<file path="src/rtl/arb_req_pkg.sv">
// arb_requester shared types and default sizing.
// Optional feature macro: ARB_REQ_TIMEOUT_EN (grant wait timeout).
package arb_req_pkg;

  typedef enum logic [1:0] {
    IDLE,
    REQ,
    XFER,
    RELEASE
  } state_t;

  localparam int DEF_DATA_W    = 8;
  localparam int DEF_DEPTH     = 4;
  localparam int DEF_MAX_BURST = 4;
  localparam int DEF_TIMEOUT   = 16;

endpackage

</file>
<file path="src/rtl/arb_req_if.sv">
// arb_requester port bundle: producer side plus arbiter/bus side.
// slave = requester agent, master = environment driving it.
interface arb_req_if #(
  parameter int DATA_W = 8,
  parameter int LVL_W  = 3
) ();

  logic              in_valid;
  logic              in_ready;
  logic [DATA_W-1:0] in_data;
  logic              req;
  logic              grant;
  logic              bus_valid;
  logic [DATA_W-1:0] bus_data;
  logic [LVL_W-1:0]  level;
  logic              timeout_err;

  modport slave (
    input  in_valid, in_data, grant,
    output in_ready, req, bus_valid,
    output bus_data, level, timeout_err
  );

  modport master (
    output in_valid, in_data, grant,
    input  in_ready, req, bus_valid,
    input  bus_data, level, timeout_err
  );

endinterface

</file>
<file path="src/rtl/arb_req_fifo.sv">
// Small synchronous FIFO buffering words for the requester.
// No bypass: a full FIFO refuses pushes even while popping.
module arb_req_fifo #(
  parameter int DATA_W = 8,
  parameter int DEPTH  = 4,
  parameter int PTR_W  = $clog2(DEPTH),
  parameter int LVL_W  = $clog2(DEPTH) + 1
) (
  input  logic              clk,
  input  logic              rst,
  input  logic              push,
  input  logic              pop,
  input  logic [DATA_W-1:0] wdata,
  output logic              full,
  output logic              empty,
  output logic [LVL_W-1:0]  level,
  output logic [DATA_W-1:0] head
);

  logic [DATA_W-1:0] mem_q [DEPTH];
  logic [DATA_W-1:0] mem_d [DEPTH];
  logic [PTR_W-1:0]  wr_q, wr_d;
  logic [PTR_W-1:0]  rd_q, rd_d;
  logic [LVL_W-1:0]  cnt_q, cnt_d;
  logic              push_ok;
  logic              pop_ok;

  assign full    = (cnt_q == LVL_W'(DEPTH));
  assign empty   = (cnt_q == '0);
  assign level   = cnt_q;
  assign head    = mem_q[rd_q];
  assign push_ok = push && !full;
  assign pop_ok  = pop && !empty;

  // next storage, pointers and occupancy
  always_comb begin
    mem_d = mem_q;
    wr_d  = wr_q;
    rd_d  = rd_q;
    cnt_d = cnt_q;
    if (push_ok) begin
      mem_d[wr_q] = wdata;
      wr_d        = wr_q + PTR_W'(1);
    end
    if (pop_ok) begin
      rd_d = rd_q + PTR_W'(1);
    end
    unique case ({push_ok, pop_ok})
      2'b10:   cnt_d = cnt_q + LVL_W'(1);
      2'b01:   cnt_d = cnt_q - LVL_W'(1);
      default: cnt_d = cnt_q;
    endcase
  end

  // storage and pointer registers, flushed on reset
  always_ff @(posedge clk) begin
    if (!rst) begin
      for (int i = 0; i < DEPTH; i++) begin
        mem_q[i] <= '0;
      end
      wr_q  <= '0;
      rd_q  <= '0;
      cnt_q <= '0;
    end else begin
      for (int i = 0; i < DEPTH; i++) begin
        mem_q[i] <= mem_d[i];
      end
      wr_q  <= wr_d;
      rd_q  <= rd_d;
      cnt_q <= cnt_d;
    end
  end

endmodule

</file>
<file path="src/rtl/arb_requester.sv">
// Requester agent for one arbiter port: buffers words, requests, bursts.
// Optional: `define ARB_REQ_TIMEOUT_EN adds grant-wait timeout retry.
module arb_requester
  import arb_req_pkg::*;
#(
  parameter int DATA_W    = DEF_DATA_W,
  parameter int DEPTH     = DEF_DEPTH,
  parameter int MAX_BURST = DEF_MAX_BURST,
  parameter int TIMEOUT   = DEF_TIMEOUT
) (
  input  logic     clk,
  input  logic     rst,
  arb_req_if.slave bus
);

  localparam int LVL_W = $clog2(DEPTH) + 1;

  if (MAX_BURST < 1 || MAX_BURST > 15 ||
      DEPTH < 2 || TIMEOUT < 2) begin : g_bad_cfg
    $error("arb_requester: illegal parameters");
  end

  state_t            state_q, state_d;
  logic              req_q, req_d;
  logic [3:0]        beat_q, beat_d;
  logic              full, empty;
  logic [LVL_W-1:0]  level;
  logic [DATA_W-1:0] head;
  logic              push;
  logic              bus_valid;
  logic              last_beat;
  logic              last_word;
  logic              timeout_hit;

  assign push      = bus.in_valid && !full;
  assign bus_valid = (state_q == XFER) && bus.grant && !empty;
  assign last_beat = (beat_q == 4'(MAX_BURST - 1));
  assign last_word = (level == LVL_W'(1));

  arb_req_fifo #(
    .DATA_W (DATA_W),
    .DEPTH  (DEPTH)
  ) u_fifo (
    .clk   (clk),
    .rst   (rst),
    .push  (push),
    .pop   (bus_valid),
    .wdata (bus.in_data),
    .full  (full),
    .empty (empty),
    .level (level),
    .head  (head)
  );

`ifdef ARB_REQ_TIMEOUT_EN
  localparam int WAIT_W = $clog2(TIMEOUT) + 1;

  logic [WAIT_W-1:0] wait_q, wait_d;
  logic              tmo_q, tmo_d;

  assign timeout_hit = (state_q == REQ) && !bus.grant &&
                       (wait_q == WAIT_W'(TIMEOUT - 1));

  // wait counter runs only while requesting without grant
  always_comb begin
    wait_d = '0;
    tmo_d  = timeout_hit;
    if (state_q == REQ && !bus.grant && !timeout_hit) begin
      wait_d = wait_q + WAIT_W'(1);
    end
  end

  // wait counter and error pulse registers
  always_ff @(posedge clk) begin
    if (!rst) begin
      wait_q <= '0;
      tmo_q  <= 1'b0;
    end else begin
      wait_q <= wait_d;
      tmo_q  <= tmo_d;
    end
  end

  assign bus.timeout_err = tmo_q;
`else
  assign timeout_hit     = 1'b0;
  assign bus.timeout_err = 1'b0;
`endif

  // state, req and beat count registers
  always_ff @(posedge clk) begin
    if (!rst) begin
      state_q <= IDLE;
      req_q   <= 1'b0;
      beat_q  <= '0;
    end else begin
      state_q <= state_d;
      req_q   <= req_d;
      beat_q  <= beat_d;
    end
  end

  // next-state decode
  always_comb begin
    state_d = state_q;
    unique case (state_q)
      IDLE: begin
        if (!empty) state_d = REQ;
      end
      REQ: begin
        if (bus.grant)        state_d = XFER;
        else if (timeout_hit) state_d = RELEASE;
      end
      XFER: begin
        if (!bus_valid)     state_d = RELEASE;
        else if (last_beat) state_d = RELEASE;
        else if (last_word) state_d = RELEASE;
      end
      RELEASE: begin
        state_d = empty ? IDLE : REQ;
      end
      default: state_d = IDLE;
    endcase
  end

  // req follows the next state; beats counted per burst
  always_comb begin
    req_d  = (state_d == REQ) || (state_d == XFER);
    beat_d = beat_q;
    if (state_q == RELEASE) begin
      beat_d = '0;
    end else if (bus_valid) begin
      beat_d = beat_q + 4'd1;
    end
  end

  assign bus.in_ready  = !full;
  assign bus.req       = req_q;
  assign bus.bus_valid = bus_valid;
  assign bus.bus_data  = head;
  assign bus.level     = level;

endmodule

</file>
<file path="src/flat_wrapper.sv">
// flat-port wrapper written by rule: the top's interface ports become plain ports
module arb_requester_flat import arb_req_pkg::*;
#(
  parameter int DATA_W    = DEF_DATA_W,
  parameter int DEPTH     = DEF_DEPTH,
  parameter int MAX_BURST = DEF_MAX_BURST,
  parameter int TIMEOUT   = DEF_TIMEOUT
)
  (clk, rst, bus_in_valid, bus_in_data, bus_grant, bus_in_ready, bus_req, bus_bus_valid, bus_bus_data, bus_level, bus_timeout_err);
  arb_req_if #(.DATA_W(DATA_W), .LVL_W(3)) bus_i ();
  input  logic clk;
  input  logic rst;
  input wire logic [$bits(bus_i.in_valid)-1:0] bus_in_valid;
  input wire logic [$bits(bus_i.in_data)-1:0] bus_in_data;
  input wire logic [$bits(bus_i.grant)-1:0] bus_grant;
  output wire logic [$bits(bus_i.in_ready)-1:0] bus_in_ready;
  output wire logic [$bits(bus_i.req)-1:0] bus_req;
  output wire logic [$bits(bus_i.bus_valid)-1:0] bus_bus_valid;
  output wire logic [$bits(bus_i.bus_data)-1:0] bus_bus_data;
  output wire logic [$bits(bus_i.level)-1:0] bus_level;
  output wire logic [$bits(bus_i.timeout_err)-1:0] bus_timeout_err;
  assign bus_i.in_valid = bus_in_valid;
  assign bus_i.in_data = bus_in_data;
  assign bus_i.grant = bus_grant;
  assign bus_in_ready = bus_i.in_ready;
  assign bus_req = bus_i.req;
  assign bus_bus_valid = bus_i.bus_valid;
  assign bus_bus_data = bus_i.bus_data;
  assign bus_level = bus_i.level;
  assign bus_timeout_err = bus_i.timeout_err;
  arb_requester #(.DATA_W(DATA_W), .DEPTH(DEPTH), .MAX_BURST(MAX_BURST), .TIMEOUT(TIMEOUT)) u_core (.clk(clk), .rst(rst), .bus(bus_i));
endmodule
</file>
<file path="config.mk">
export PLATFORM = sky130hd
export DESIGN_NAME = arb_requester_flat
export DESIGN_NICKNAME = d
export VERILOG_FILES = /design/src/rtl/arb_req_pkg.sv /design/src/rtl/arb_req_if.sv /design/src/rtl/arb_req_fifo.sv /design/src/rtl/arb_requester.sv /design/src/flat_wrapper.sv
export SDC_FILE = /design/constraint.sdc
export NUM_CORES = 1
export LEC_CHECK = 0
export CAP_MARGIN = 20
export CORE_MARGIN = 1
export CORE_UTILIZATION = 49
export DETAILED_ROUTE_END_ITERATION = 16
export GPL_TIMING_DRIVEN = 0
export PLACE_DENSITY = 0.81
export SETUP_SLACK_MARGIN = 0.5
export SKIP_LAST_GASP = 1
export SLEW_MARGIN = 25
export SYNTH_ARGS = -nofsm -noshare
export SYNTH_HDL_FRONTEND = slang
export SYNTH_SLANG_ARGS = --single-unit
</file>
<file path="constraint.sdc">
create_clock -name clk -period 1.8 [get_ports clk]
set_input_delay 0.54 -clock clk [delete_from_list [all_inputs] [get_ports clk]]
set_output_delay 0.54 -clock clk [all_outputs]
set_load 0.02 [all_outputs]
</file>
==> reports/metrics.cfg <==
[outcome]
violations = negative setup slack
run_status = finished with violations

[sta]
tightestPinTransition_ps = 551.1
fmax_ghz = 0.4944
timing.slew.headroom_pct = 63.26
fin_skew_ps = 8.980
setup_viol_count_final = 10
whs_ps = 460.8
drv_slew = 0
hold_violations = 0
fin_ws_ps = -222.7
min_period_over_period_pct = 112.4
rsz0062_at_grt = true
fin_crit_ps = 2023

[critical_path]
cp_num_buf_inv = 2
cp-start-kind = register
crit_family = multiplexers
end_kind = output port
path_cells = buf_12, mux4_2, buf_4
cp_max_fo = 9
criticalPathCategory = reg -> out
slowest_delay_ps = 510
worstPathArrival_ps = 1480
cpMaxStageDelayCell = mux4_2
crit_start = u_core.u_fifo.rd_q[0]
timing.rr.start = u_core.u_fifo.level[0]
critPathRequiredTime_ps = 1260
crit_cells = 3
ff2ff_path_depth = 9

[placement]
hpwlAfterDp_um = 2921
io_buffers = 24
place_congestion = 0.7780
placed_cell_area_um2 = 2587

[synth]
synth_seq_cells = 46
syn_area_um2 = 2211
synth.yosys.seq_area_share_pct = 41.65
synthArstFlopShare_pct = 0
synth-edff-count = 0
synth_cells = 212
ys.flop_type = dfxtp_1
yosysWarnings = 0
syn_area_per_cell_um2 = 10.43
synth_cell_types = 33
syn_nets = 234

[grt]
grt_pass1_vias = 1715
grt_max_degree = 15
antenna_found_initial = 0
grt.total_usage_pct = 21.38
grt_pass1_wl_um = 7962
overflow = 0

[power_and_ir_drop]
combinationalPowerShare_pct = 23.8
leakage_uw = 0.001346
total_power_uw = 2295
power_frac_clock_pct = 27.5
p_switching_uw = 671.3
switching_share_pct = 29.25
p_seq_share_pct = 48.7
p_per_area_nw_per_um2 = 773.6
internal-power_uw = 1624
ir_worst_vdd_mv = 0.4737

[routing]
dr.pass1.iters = 4
wl_per_cell_um = 15.35
detail_route.vias_per_cell = 5.426
route.detailed.drc = 0
drt-initial-drc-count = 97
ant_nets = 0
num_vias = 1720
finalWirelength_um = 4865

[die]
die_w_um = 69.17
core-area_um2 = 4354
rows = 24
die_y_um = 69.17
die_area_um2 = 4784
ios = 27
initial_core_util_pct = 50.78

[layout]
n_antenna_cell = 0
mostFrequentLayoutCells = 49 x nand2_1, 40 x mux2i_1, 40 x dfxtp_1
final_cell_area_um2 = 2967
layout.nets = 286
final_common_cell = nand2_1
drive_gt1_share_pct = 31.32
fillers = 303
area_delta_synth_final_pct = 34.18

[cts]
clk_pin_slew_ps = 80
clock_sinks = 46
cts_max_level = 2
cts_root_buffer = clkbuf_8
worstSkewPairLatency_ps = 310
cts_tree = built
cts_made_buffers = 5
cts_buffer_depth = 2

[worst_hold_path]
hp-start = u_core.u_fifo.mem_q[8]
min_path_type = reg -> reg
holdPathStages = 2

[job]
drv_cap = 0

==> final timing paths <==
kind                                                to  slack, ps
worst max-delay path                   bus_bus_data[3]       -220
worst min-delay path            u_core.u_fifo.mem_q[8]        460
worst max register to register  u_core.u_fifo.level[2]        -40
worst min register to register  u_core.u_fifo.mem_q[8]        460
==> synth_stat cells, drive strengths merged (2+ instances only) <==
cell type,n,area share [%]
nand2,54,9.6
dfxtp,46,42
mux2i,40,18
ha,10,5.7
inv,8,1.4
mux4,8,8.1
clkbuf,5,0.85
nand2b,5,1.4
a21boi,4,2.0
buf,4,1.1
and2,3,0.85
nor2b,3,1.2
o21ai,3,0.68
xnor2,3,1.2
a21oi,2,0.45
nor4,2,1.1
==> sequential cells by signal, indices dropped and copies added, names as in the netlist <==
name                 cells
u_core.u_fifo.mem_q     32
u_core.state_q           2
u_core.u_fifo.rd_q       2
u_core.u_fifo.level      3
u_core.u_fifo.wr_q       2
u_core.beat_q            4
u_core.bus.req           1
==> stage by stage <==
step	setup WS (ps)	instances	setup TNS [ps]	util [%]
4_1_cts	-223.8	313	-1993	65.92
2_1_floorplan	-228.4	212	-332.4	-
3_3_place_gp	-985.9	288	-7057	59.43
5_1_grt	-260.3	317	-2174	68.13
6_report	-222.7	317	-1725	68.13
3_5_place_dp	-992.0	288	-7485	59.43
==> cell families (layout without fill, tap and decap cells) <==
logic type	count (synthesis)	after routing	synth area share, %
buffers and inverters	17	70	3.339
multiplexers	48	48	26.26
adder cells (fa/ha/maj)	10	10	5.659
AO/OA/AOI/OAI	11	11	3.961
AND/OR/NAND/NOR	76	76	17.77
flip-flops	46	46	41.65
other	1	1	0.1696
XOR/XNOR	3	3	1.189
==> layer usage <==
| metal | up-vias | track usage [%] | wire length [µm] |
|---|---|---|---|
| li1 | 833 | - | - |
| met1 | 850 | 26.87 | 2281 |
| met2 | 28 | 35.49 | 2356 |
| met3 | 9 | 3.779 | 128 |
| met4 | 0 | 10.20 | 99 |
| met5 | - | 0 | 0 |
==> what timing repair did <==
item	in CTS	in global routing
setup buffers	17	4
resized for setup	88	17
endpoints found under the setup margin	58	59
hold buffers	0	0
gates cloned	0	0
pin swaps	7	6
==> power groups by stage <==
stage | clock, µW | combinational (µW) | sequential [µW]
2_1_floorplan | 0 | 284 | 1150
3_3_place_gp | 0 | 413 | 1140
3_5_place_dp | 0 | 422 | 1140
4_1_cts | 643 | 495 | 1110
5_1_grt | 687 | 585 | 1130
6_report | 631 | 545 | 1120
==> worst register-to-register path: stages, from the launching register on <==
cell	delay, ps
dfxtp_4	370
inv_4	40
ha_4	150
nor2b_4	130
nor3_4	250
buf_6	150
ha_4	140
mux2i_1	100
or3_1	320
a21boi_1	120
==> layout make-up <==
cell class	count	area [µm²]	area share [%]
Multi-Input combinational cell	149	1364	45.97
Sequential cell	46	935.9	31.55
Timing Repair Buffer	45	414.1	13.96
Clock buffer	6	72.57	2.446
Buffer	9	66.31	2.235
Tap cell	52	65.06	2.193
Inverter	8	35.03	1.181
Clock inverter	2	13.76	0.4639
Note: power is estimated with default switching activity, not from simulation.
